**config.mk**
```make
export PLATFORM = sky130hd
export DESIGN_NAME = controle_rodadas_jogo_flat
export DESIGN_NICKNAME = d
export VERILOG_FILES = /design/src/rtl/jogo_pkg.sv /design/src/rtl/controle_rodadas_jogo_if.sv /design/src/rtl/contador_timeout.sv /design/src/rtl/controle_rodadas_jogo.sv /design/src/flat_wrapper.sv
export SDC_FILE = /design/constraint.sdc
export NUM_CORES = 1
export LEC_CHECK = 0
export ABC_AREA = 1
export CAP_MARGIN = 15
export CORE_MARGIN = 3
export CORE_UTILIZATION = 35
export CTS_CLUSTER_DIAMETER = 150
export CTS_CLUSTER_SIZE = 16
export DETAILED_ROUTE_END_ITERATION = 8
export GPL_ROUTABILITY_DRIVEN = 0
export PLACE_DENSITY = 0.58
export SETUP_SLACK_MARGIN = 0.1
export SYNTH_ARGS = -nofsm -noshare
export SYNTH_HDL_FRONTEND = slang
export SYNTH_SLANG_ARGS = --single-unit
```
**constraint.sdc**
```tcl
create_clock -name clock -period 3.26 [get_ports clock]
set_clock_uncertainty 0.2 [all_clocks]
set_input_delay 0.815 -clock clock [delete_from_list [all_inputs] [get_ports clock]]
set_output_delay 0.815 -clock clock [all_outputs]
set_load 0.05 [all_outputs]
```
**src/rtl/jogo_pkg.sv**
```systemverilog
// Shared definitions for the memory-game control unit: state codes shown on the
// debug display and the default per-play time limit.
package jogo_pkg;

    localparam int TIMEOUT_CICLOS_PADRAO = 5000;

    localparam logic [3:0] INICIAL        = 4'h0;
    localparam logic [3:0] PREPARACAO     = 4'h1;
    localparam logic [3:0] INICIA_RODADA  = 4'h2;
    localparam logic [3:0] ESPERA_JOGADA  = 4'h3;
    localparam logic [3:0] REGISTRA       = 4'h4;
    localparam logic [3:0] COMPARACAO     = 4'h5;
    localparam logic [3:0] PROXIMA_JOGADA = 4'h6;
    localparam logic [3:0] PROXIMA_RODADA = 4'h7;
    localparam logic [3:0] FIM_ACERTO     = 4'hA;
    localparam logic [3:0] FIM_TIMEOUT    = 4'hB;
    localparam logic [3:0] FIM_ERRO       = 4'hE;

    // Enum values are tied to the display codes so db_estado is the raw state.
    typedef enum logic [3:0] {
        S_INICIAL        = INICIAL,
        S_PREPARACAO     = PREPARACAO,
        S_INICIA_RODADA  = INICIA_RODADA,
        S_ESPERA_JOGADA  = ESPERA_JOGADA,
        S_REGISTRA       = REGISTRA,
        S_COMPARACAO     = COMPARACAO,
        S_PROXIMA_JOGADA = PROXIMA_JOGADA,
        S_PROXIMA_RODADA = PROXIMA_RODADA,
        S_FIM_ACERTO     = FIM_ACERTO,
        S_FIM_TIMEOUT    = FIM_TIMEOUT,
        S_FIM_ERRO       = FIM_ERRO
    } estado_t;

endpackage

```
**src/rtl/controle_rodadas_jogo_if.sv**
```systemverilog
// Signals between the game control unit (master) and the datapath (slave).
interface controle_rodadas_jogo_if;

    logic       iniciar;
    logic       jogada_feita;
    logic       jogada_correta;
    logic       fim_jogadas;
    logic       fim_rodadas;
    logic       zera_endereco;
    logic       conta_endereco;
    logic       zera_limite;
    logic       conta_limite;
    logic       zera_jogada;
    logic       registra_jogada;
    logic       pronto;
    logic       acertou;
    logic       errou;
    logic       timeout;
    logic [3:0] db_estado;

    modport master (
        input  iniciar, jogada_feita, jogada_correta, fim_jogadas, fim_rodadas,
        output zera_endereco, conta_endereco, zera_limite, conta_limite,
               zera_jogada, registra_jogada, pronto, acertou, errou, timeout,
               db_estado
    );

    modport slave (
        output iniciar, jogada_feita, jogada_correta, fim_jogadas, fim_rodadas,
        input  zera_endereco, conta_endereco, zera_limite, conta_limite,
               zera_jogada, registra_jogada, pronto, acertou, errou, timeout,
               db_estado
    );

endinterface

```
**src/rtl/contador_timeout.sv**
```systemverilog
// Per-play cycle counter: clears on zera, advances on conta, saturates at M-1
// and flags the terminal count on fim.
module contador_timeout #(
    parameter int M = 5000
) (
    input  logic clock,
    input  logic reset,
    input  logic zera,
    input  logic conta,
    output logic fim
);

    localparam int W = $clog2(M);
    localparam logic [W-1:0] ULTIMO = W'(M - 1);

    logic [W-1:0] contagem_reg;

    always_ff @(posedge clock or negedge reset) begin
        if (!reset) begin
            contagem_reg <= '0;
        end else if (zera) begin
            contagem_reg <= '0;
        end else if (conta && (contagem_reg != ULTIMO)) begin
            contagem_reg <= contagem_reg + 1'b1;
        end
    end

    assign fim = (contagem_reg == ULTIMO);

endmodule

```
**src/rtl/controle_rodadas_jogo.sv**
```systemverilog
// Moore control unit of the memory game: sequences rounds and plays, drives all
// datapath enables and reports win, wrong play or play timeout.
module controle_rodadas_jogo
    import jogo_pkg::*;
#(
    parameter int TIMEOUT_CICLOS = TIMEOUT_CICLOS_PADRAO
) (
    input  logic                     clock,
    input  logic                     reset,
    controle_rodadas_jogo_if.master  bus
);

    estado_t estado_reg;
    estado_t estado_next;
    logic    fim_contagem;
    logic    zera_contagem;
    logic    conta_contagem;

    // Timer restarts on every new round and every new play within a round.
    assign zera_contagem  = (estado_reg == S_INICIA_RODADA) || (estado_reg == S_PROXIMA_JOGADA);
    assign conta_contagem = (estado_reg == S_ESPERA_JOGADA);

    contador_timeout #(
        .M (TIMEOUT_CICLOS)
    ) u_contador_timeout (
        .clock (clock),
        .reset (reset),
        .zera  (zera_contagem),
        .conta (conta_contagem),
        .fim   (fim_contagem)
    );

    always_ff @(posedge clock or negedge reset) begin
        if (!reset) begin
            estado_reg <= S_INICIAL;
        end else begin
            estado_reg <= estado_next;
        end
    end

    always_comb begin
        estado_next         = estado_reg;
        bus.zera_endereco   = 1'b0;
        bus.conta_endereco  = 1'b0;
        bus.zera_limite     = 1'b0;
        bus.conta_limite    = 1'b0;
        bus.zera_jogada     = 1'b0;
        bus.registra_jogada = 1'b0;
        bus.pronto          = 1'b0;
        bus.acertou         = 1'b0;
        bus.errou           = 1'b0;
        bus.timeout         = 1'b0;

        case (estado_reg)
            S_INICIAL: begin
                if (bus.iniciar) estado_next = S_PREPARACAO;
            end
            S_PREPARACAO: begin
                bus.zera_endereco = 1'b1;
                bus.zera_limite   = 1'b1;
                bus.zera_jogada   = 1'b1;
                estado_next       = S_INICIA_RODADA;
            end
            S_INICIA_RODADA: begin
                bus.zera_endereco = 1'b1;
                estado_next       = S_ESPERA_JOGADA;
            end
            S_ESPERA_JOGADA: begin
                // A play arriving on the terminal count still counts as made in time.
                if (bus.jogada_feita)  estado_next = S_REGISTRA;
                else if (fim_contagem) estado_next = S_FIM_TIMEOUT;
            end
            S_REGISTRA: begin
                bus.registra_jogada = 1'b1;
                estado_next         = S_COMPARACAO;
            end
            S_COMPARACAO: begin
                if (!bus.jogada_correta)   estado_next = S_FIM_ERRO;
                else if (!bus.fim_jogadas) estado_next = S_PROXIMA_JOGADA;
                else if (!bus.fim_rodadas) estado_next = S_PROXIMA_RODADA;
                else                       estado_next = S_FIM_ACERTO;
            end
            S_PROXIMA_JOGADA: begin
                bus.conta_endereco = 1'b1;
                estado_next        = S_ESPERA_JOGADA;
            end
            S_PROXIMA_RODADA: begin
                bus.conta_limite = 1'b1;
                estado_next      = S_INICIA_RODADA;
            end
            S_FIM_ACERTO: begin
                bus.pronto  = 1'b1;
                bus.acertou = 1'b1;
                if (bus.iniciar) estado_next = S_PREPARACAO;
            end
            S_FIM_ERRO: begin
                bus.pronto = 1'b1;
                bus.errou  = 1'b1;
                if (bus.iniciar) estado_next = S_PREPARACAO;
            end
            S_FIM_TIMEOUT: begin
                bus.pronto  = 1'b1;
                bus.timeout = 1'b1;
                if (bus.iniciar) estado_next = S_PREPARACAO;
            end
            default: begin
                estado_next = S_INICIAL;
            end
        endcase
    end

    assign bus.db_estado = estado_reg;

endmodule

```
**src/flat_wrapper.sv**
```systemverilog
// flat-port wrapper written by rule: the top's interface ports become plain ports
module controle_rodadas_jogo_flat import jogo_pkg::*;
#(
    parameter int TIMEOUT_CICLOS = TIMEOUT_CICLOS_PADRAO
)
  (clock, reset, bus_iniciar, bus_jogada_feita, bus_jogada_correta, bus_fim_jogadas, bus_fim_rodadas, bus_zera_endereco, bus_conta_endereco, bus_zera_limite, bus_conta_limite, bus_zera_jogada, bus_registra_jogada, bus_pronto, bus_acertou, bus_errou, bus_timeout, bus_db_estado);
  controle_rodadas_jogo_if bus_i ();
  input  logic clock;
  input  logic reset;
  input wire logic [$bits(bus_i.iniciar)-1:0] bus_iniciar;
  input wire logic [$bits(bus_i.jogada_feita)-1:0] bus_jogada_feita;
  input wire logic [$bits(bus_i.jogada_correta)-1:0] bus_jogada_correta;
  input wire logic [$bits(bus_i.fim_jogadas)-1:0] bus_fim_jogadas;
  input wire logic [$bits(bus_i.fim_rodadas)-1:0] bus_fim_rodadas;
  output wire logic [$bits(bus_i.zera_endereco)-1:0] bus_zera_endereco;
  output wire logic [$bits(bus_i.conta_endereco)-1:0] bus_conta_endereco;
  output wire logic [$bits(bus_i.zera_limite)-1:0] bus_zera_limite;
  output wire logic [$bits(bus_i.conta_limite)-1:0] bus_conta_limite;
  output wire logic [$bits(bus_i.zera_jogada)-1:0] bus_zera_jogada;
  output wire logic [$bits(bus_i.registra_jogada)-1:0] bus_registra_jogada;
  output wire logic [$bits(bus_i.pronto)-1:0] bus_pronto;
  output wire logic [$bits(bus_i.acertou)-1:0] bus_acertou;
  output wire logic [$bits(bus_i.errou)-1:0] bus_errou;
  output wire logic [$bits(bus_i.timeout)-1:0] bus_timeout;
  output wire logic [$bits(bus_i.db_estado)-1:0] bus_db_estado;
  assign bus_i.iniciar = bus_iniciar;
  assign bus_i.jogada_feita = bus_jogada_feita;
  assign bus_i.jogada_correta = bus_jogada_correta;
  assign bus_i.fim_jogadas = bus_fim_jogadas;
  assign bus_i.fim_rodadas = bus_fim_rodadas;
  assign bus_zera_endereco = bus_i.zera_endereco;
  assign bus_conta_endereco = bus_i.conta_endereco;
  assign bus_zera_limite = bus_i.zera_limite;
  assign bus_conta_limite = bus_i.conta_limite;
  assign bus_zera_jogada = bus_i.zera_jogada;
  assign bus_registra_jogada = bus_i.registra_jogada;
  assign bus_pronto = bus_i.pronto;
  assign bus_acertou = bus_i.acertou;
  assign bus_errou = bus_i.errou;
  assign bus_timeout = bus_i.timeout;
  assign bus_db_estado = bus_i.db_estado;
  controle_rodadas_jogo #(.TIMEOUT_CICLOS(TIMEOUT_CICLOS)) u_core (.clock(clock), .reset(reset), .bus(bus_i));
endmodule
```
## Word level (Yosys, flattened, before mapping)

Index checks and enable logic that the tools add are counted.

- Flip-flop bits (word level): 17
- Bits of input ports: 7
- Output and inout port bits: 14
- Logic and storage cells: 45

- Add/sub/neg operators: 1
- Equality and inequality tests: 14
- Multiplexer cells: 18
- Reduce and logical (&&, ||, !) cells: 10

Operators by type and width:

| cell | number |
|---|---|
| 2-to-1 mux 13 bit | 2 |
| 2-to-1 mux 4 bit | 6 |
| one-hot mux 4 bit (6 select lines) | 1 |
| == test 4 x 3 -> 1 bit (second input constant) | 4 |
| adder 13 x 1 -> 13 bit (second input constant) | 1 |
| == test 13 bit (second input constant) | 1 |
| != test 13 bit (second input constant) | 1 |
| == test 4 bit (second input constant) | 3 |
| 2-to-1 mux 1 bit | 9 |
| == test 4 x 2 -> 1 bit (second input constant) | 2 |
| OR reduction 2 bit | 3 |
| == test 4 x 1 -> 1 bit (second input constant) | 1 |
| zero test 4 bit | 1 |
| OR reduction 4 bit | 1 |
| != test 3 x 2 -> 1 bit (second input constant) | 1 |
| OR reduction 3 bit | 1 |
| != test 2 x 1 -> 1 bit (second input constant) | 1 |
| AND reduction 2 bit | 1 |
| nonzero test 2 bit | 1 |
| logical AND 1 bit | 1 |
| logical OR 1 bit | 1 |

## Logic depth before layout (Yosys ltp)

- Depth in word-level cells: 4
- Mapped depth: 9
- Gate-level depth less buffers: 9

## Hierarchy

A second synthesis with hierarchy kept.

- Cells, all modules: 215
- Area total of the unflattened synthesis: 1,350.0 um^2

By module, submodules not included:

| module | instances | cells an instance | area an instance (um^2) | seq. area each (um^2) |
|---|---|---|---|---|
| contador_timeout | 1 | 141 | 920.9 | 325.3 |
| controle_rodadas_jogo | 1 | 74 | 429.2 | 100.1 |

## Worst setup path after synthesis

No wires, ideal clock.

- Path type: register to output
- Start: register u_core.estado_reg[1] (netlist: u_core.bus.db_estado[1])
- End: output bus_acertou
- Data arrival time: 2.127 ns
- Data required time: 2.245 ns
- Setup slack: 0.118 ns
- Cell stages (with the launch flop): 5
- Buffers on the path: 0
- Cells stage by stage: dfrtp_1 > inv_1 > nor2_4 > inv_1 > nor3_1

- Longest elaborated chain between the ends: 2

RTL lines:

| what | line | text |
|---|---|---|
| from (decl) | controle_rodadas_jogo.sv:13 | `estado_t estado_reg;` |
| from (signal assigned) | controle_rodadas_jogo.sv:37 | `estado_reg <= estado_next;` |
| == test 4 bit | controle_rodadas_jogo.sv:54 | `case (estado_reg)` |
| 2-to-1 mux 1 bit | controle_rodadas_jogo.sv:54 |  |
| to (decl) | flat_wrapper.sv:22 | `output wire logic [$bits(bus_i.acertou)-1:0] bus_acertou;` |

Every way passes these cells.

## Worst setup path in the final report

Same ends and word-level chain as after synthesis.

==> key figures <==
Place
  • Placement Cell Area: 1550 µm²
  • Dpl cells: 267
  • IO Port Bufs: 20
  • Post-DP HPWL: 2410 µm

Detailed routing
  • Post-DRT Antenna Nets: 0
  • Routed vias/inst: 4.85
  • Routed WL: 3110 µm
  • Via Count: 1313
  • Initial DRC count: 79
  • DR pass1 iterations: 4
  • Wire per inst: 11.5 µm
  • Drt drc: 0

STA
  • Worst slew pin tran: 0.816 ns
  • Max transition margin: 45.4%
  • Final Hold Vio Count: 0
  • Crit path time final: 3.01 ns
  • WHS: 0.352 ns
  • Tcrit/Tclk final: 92.3%
  • Setup TNS: 0 ns
  • Pins Over Slew Limit: 0
  • Final Setup Violations: 0
  • RSZ-0062 raised after global routing: no
  • Fmax: 332 MHz

Global routing
  • Global router's overall resource usage: 15.8%
  • First-pass GRT wire length: 5400 µm
  • Grt total ovfl: 0
  • Initial antenna violation count: 0
  • Largest net degree at the start of global routing: 18
  • Number of global-route vias before repair: 1190

Synthesis
  • Netlist cell types: 22
  • Async set or reset register ratio after synthesis: 100%
  • Yosys top cell area share: 31.9%
  • Mapped Area: 1330 µm²
  • Ys flop type: dfrtp_1
  • Yosys reg bits: 17
  • Synth top area cells: dfrtp_1 (32%), nand2_1 (21%), nor2_1 (8.7%)
  • EDFF count, synth: 0
  • Most frequent cells after synthesis: nand2_1 (74), nor2_1 (31), inv_1 (22)
  • Syn nets: 214
  • Dominant cell type by area after synthesis: dfrtp_1
  • Part of the Yosys area used for sequential elements: 31.9%
  • Yosys warns: 0
  • Top-count cell post-synth: nand2_1
  • Mapped Avg Cell Area: 6.47 µm²
  • Cells after synthesis: 206

CTS
  • Clock slew at reported path FFs: 0.07 ns
  • H-tree depth: 1
  • Clock buffer depth: 2
  • Clk Tree Root Cell: clkbuf_8
  • CTS tree: built
  • Later-pin clock latency in the skew report: 0.25 ns
  • Sink Count: 17
  • Post-CTS Repair Setup Buffers: 0
  • Total CTS buffers: 3

Floorplanning
  • Die footprint: 4580 µm²
  • # IOs: 21
  • Row count: 21
  • CORE AREA: 3490 µm²
  • Die Wd: 67.7 µm
  • Starting Density: 38.1%
  • Vert. Die Dim: 67.7 µm

Critical path
  • Reg-to-Reg End: u_core.u_contador_timeout.contagem_reg[8]
  • R2r setup slk: 1.36 ns
  • Setup CP Type: flip-flop to output port
  • CP cell instances: inv_1, nor2_4, inv_1, nor3_1, clkdlybuf4s50_1
  • Crit path largest cell delay: 0.83 ns
  • Crit Path Max Fanout: 8
  • Worst setup EP type: output port
  • Critical path data required time: 2.24 ns
  • Startpoint types: flip-flop
  • Stages on the worst setup path: 5
  • R2r startpoint: u_core.u_contador_timeout.contagem_reg[0]
  • Critical-path top delay cell: clkdlybuf4s50_1
  • Worst path buffer plus inverter count: 3
  • Worst Setup SP: u_core.bus.db_estado[1]
  • Arr. time, crit path: 1.99 ns
  • Top Family by Delay on Critical Path: buffers and inverters
  • Most used cell, CP: inv_1
  • Critical Path End: bus_acertou
  • Worst reg-to-reg path cell count: 8

Finish
  • Fillers: 375
  • Syn-to-layout area delta: 19.5%
  • Finished Layout Cells: 271
  • Diodes inserted: 0
  • Layout cells sized above 1: 8.89%
  • Max reg flops: 13
  • Design area: 1590 µm²
  • Core Util, Final: 45.6%
  • Net total in the final layout: 234

Power
  • Worst IR Drop VDD: 0.000433 V
  • Power Dens Cells: 814 nW/µm²
  • Leakage: 0.767 nW

Outcome
  • Status: finished, final reports clean

Flow run
  • Max-Cap Viols: 0

Hold path
  • Hold Crit Class: flip-flop to flip-flop
[logic make-up after synthesis]
family | count (synthesis) | share of synthesized area [%]
xor+xnor | 4 | 2.63
compound gates | 13 | 6.85
flops | 17 | 31.9
fa+ha+maj | 1 | 0.939
buf+inv | 29 | 10.3
simple gates | 142 | 47.3
[routing by layer]
layer  vias up  share of wire, %  track usage (%)
li1        683                 -                -
met1       605                51             21.7
met2        20                44             23.9
met3         5               3.6             3.99
met4         0               1.3             5.32
met5         -                 0                0
[tightest hold or removal path, cell delays in order (launching register included)]
cell,delay (ns)
dfrtp_1,0.38
nand3_1,0.08
nand2_1,0.06
[cell usage in the layout (no fill, tap or decap), types with 2 or more instances in the layout]
master and count:
nand4_1 5, xor2_1 4, nor2_4 3, nand2_1 74
o21ai_2 7, dfrtp_1 17, clkbuf_8 3, inv_1 22
nand3_1 21, nor3_1 2, clkdlybuf4s50_1 19, o21ai_0 3
nand2_4 2, nor2_1 31, a21oi_1 3
[per-stage QoR]
| step | total power [mW] | worst slack, ns |
|---|---|---|
| after floorplan | 0.966 | 0.118 |
| after global placement | 1.15 | 0.555 |
| after detailed placement | 1.14 | 0.483 |
| after CTS | 1.31 | 0.206 |
| after global routing | 1.40 | 0.103 |
| final | 1.30 | 0.252 |
[worst min path at each step]
stage                                                   start                                         to  slack, ns  depth (start not counted)
global route        u_core.u_contador_timeout.contagem_reg[1]  u_core.u_contador_timeout.contagem_reg[1]       0.37                          2
floorplan           u_core.u_contador_timeout.contagem_reg[1]  u_core.u_contador_timeout.contagem_reg[1]       0.29                          2
global placement    u_core.u_contador_timeout.contagem_reg[1]  u_core.u_contador_timeout.contagem_reg[1]       0.33                          2
CTS                 u_core.u_contador_timeout.contagem_reg[1]  u_core.u_contador_timeout.contagem_reg[1]       0.35                          2
finish              u_core.u_contador_timeout.contagem_reg[1]  u_core.u_contador_timeout.contagem_reg[1]       0.35                          2
detailed placement  u_core.u_contador_timeout.contagem_reg[1]  u_core.u_contador_timeout.contagem_reg[1]       0.34                          2
[where the power goes]
group / total [mW] / internal, mW / switching (mW) / leakage [nW]
Sequential: 0.323 / 0.248 / 0.0747 / 0.230
Combinational: 0.813 / 0.229 / 0.583 / 0.514
Clock: 0.161 / 0.0868 / 0.0746 / 0.0228
Total: 1.30 / 0.564 / 0.732 / 0.767
[cell type report]
cell class / instances / area (µm²) / area share (%)
Clock buffer: 4 / 45.0 / 2.83
Timing Repair Buffer: 20 / 203 / 12.7
Sequential cell: 17 / 425 / 26.7
Tap cell: 46 / 57.6 / 3.61
Multi-Input combinational cell: 160 / 769 / 48.3
Inverter: 24 / 92.6 / 5.81
[what timing repair did]
action	CTS	global route
resized for setup	0	1
hold buffers	0	0
endpoints found under the hold margin	0	0
endpoints found under the setup margin	0	1
(Power assumes the default switching activity.)
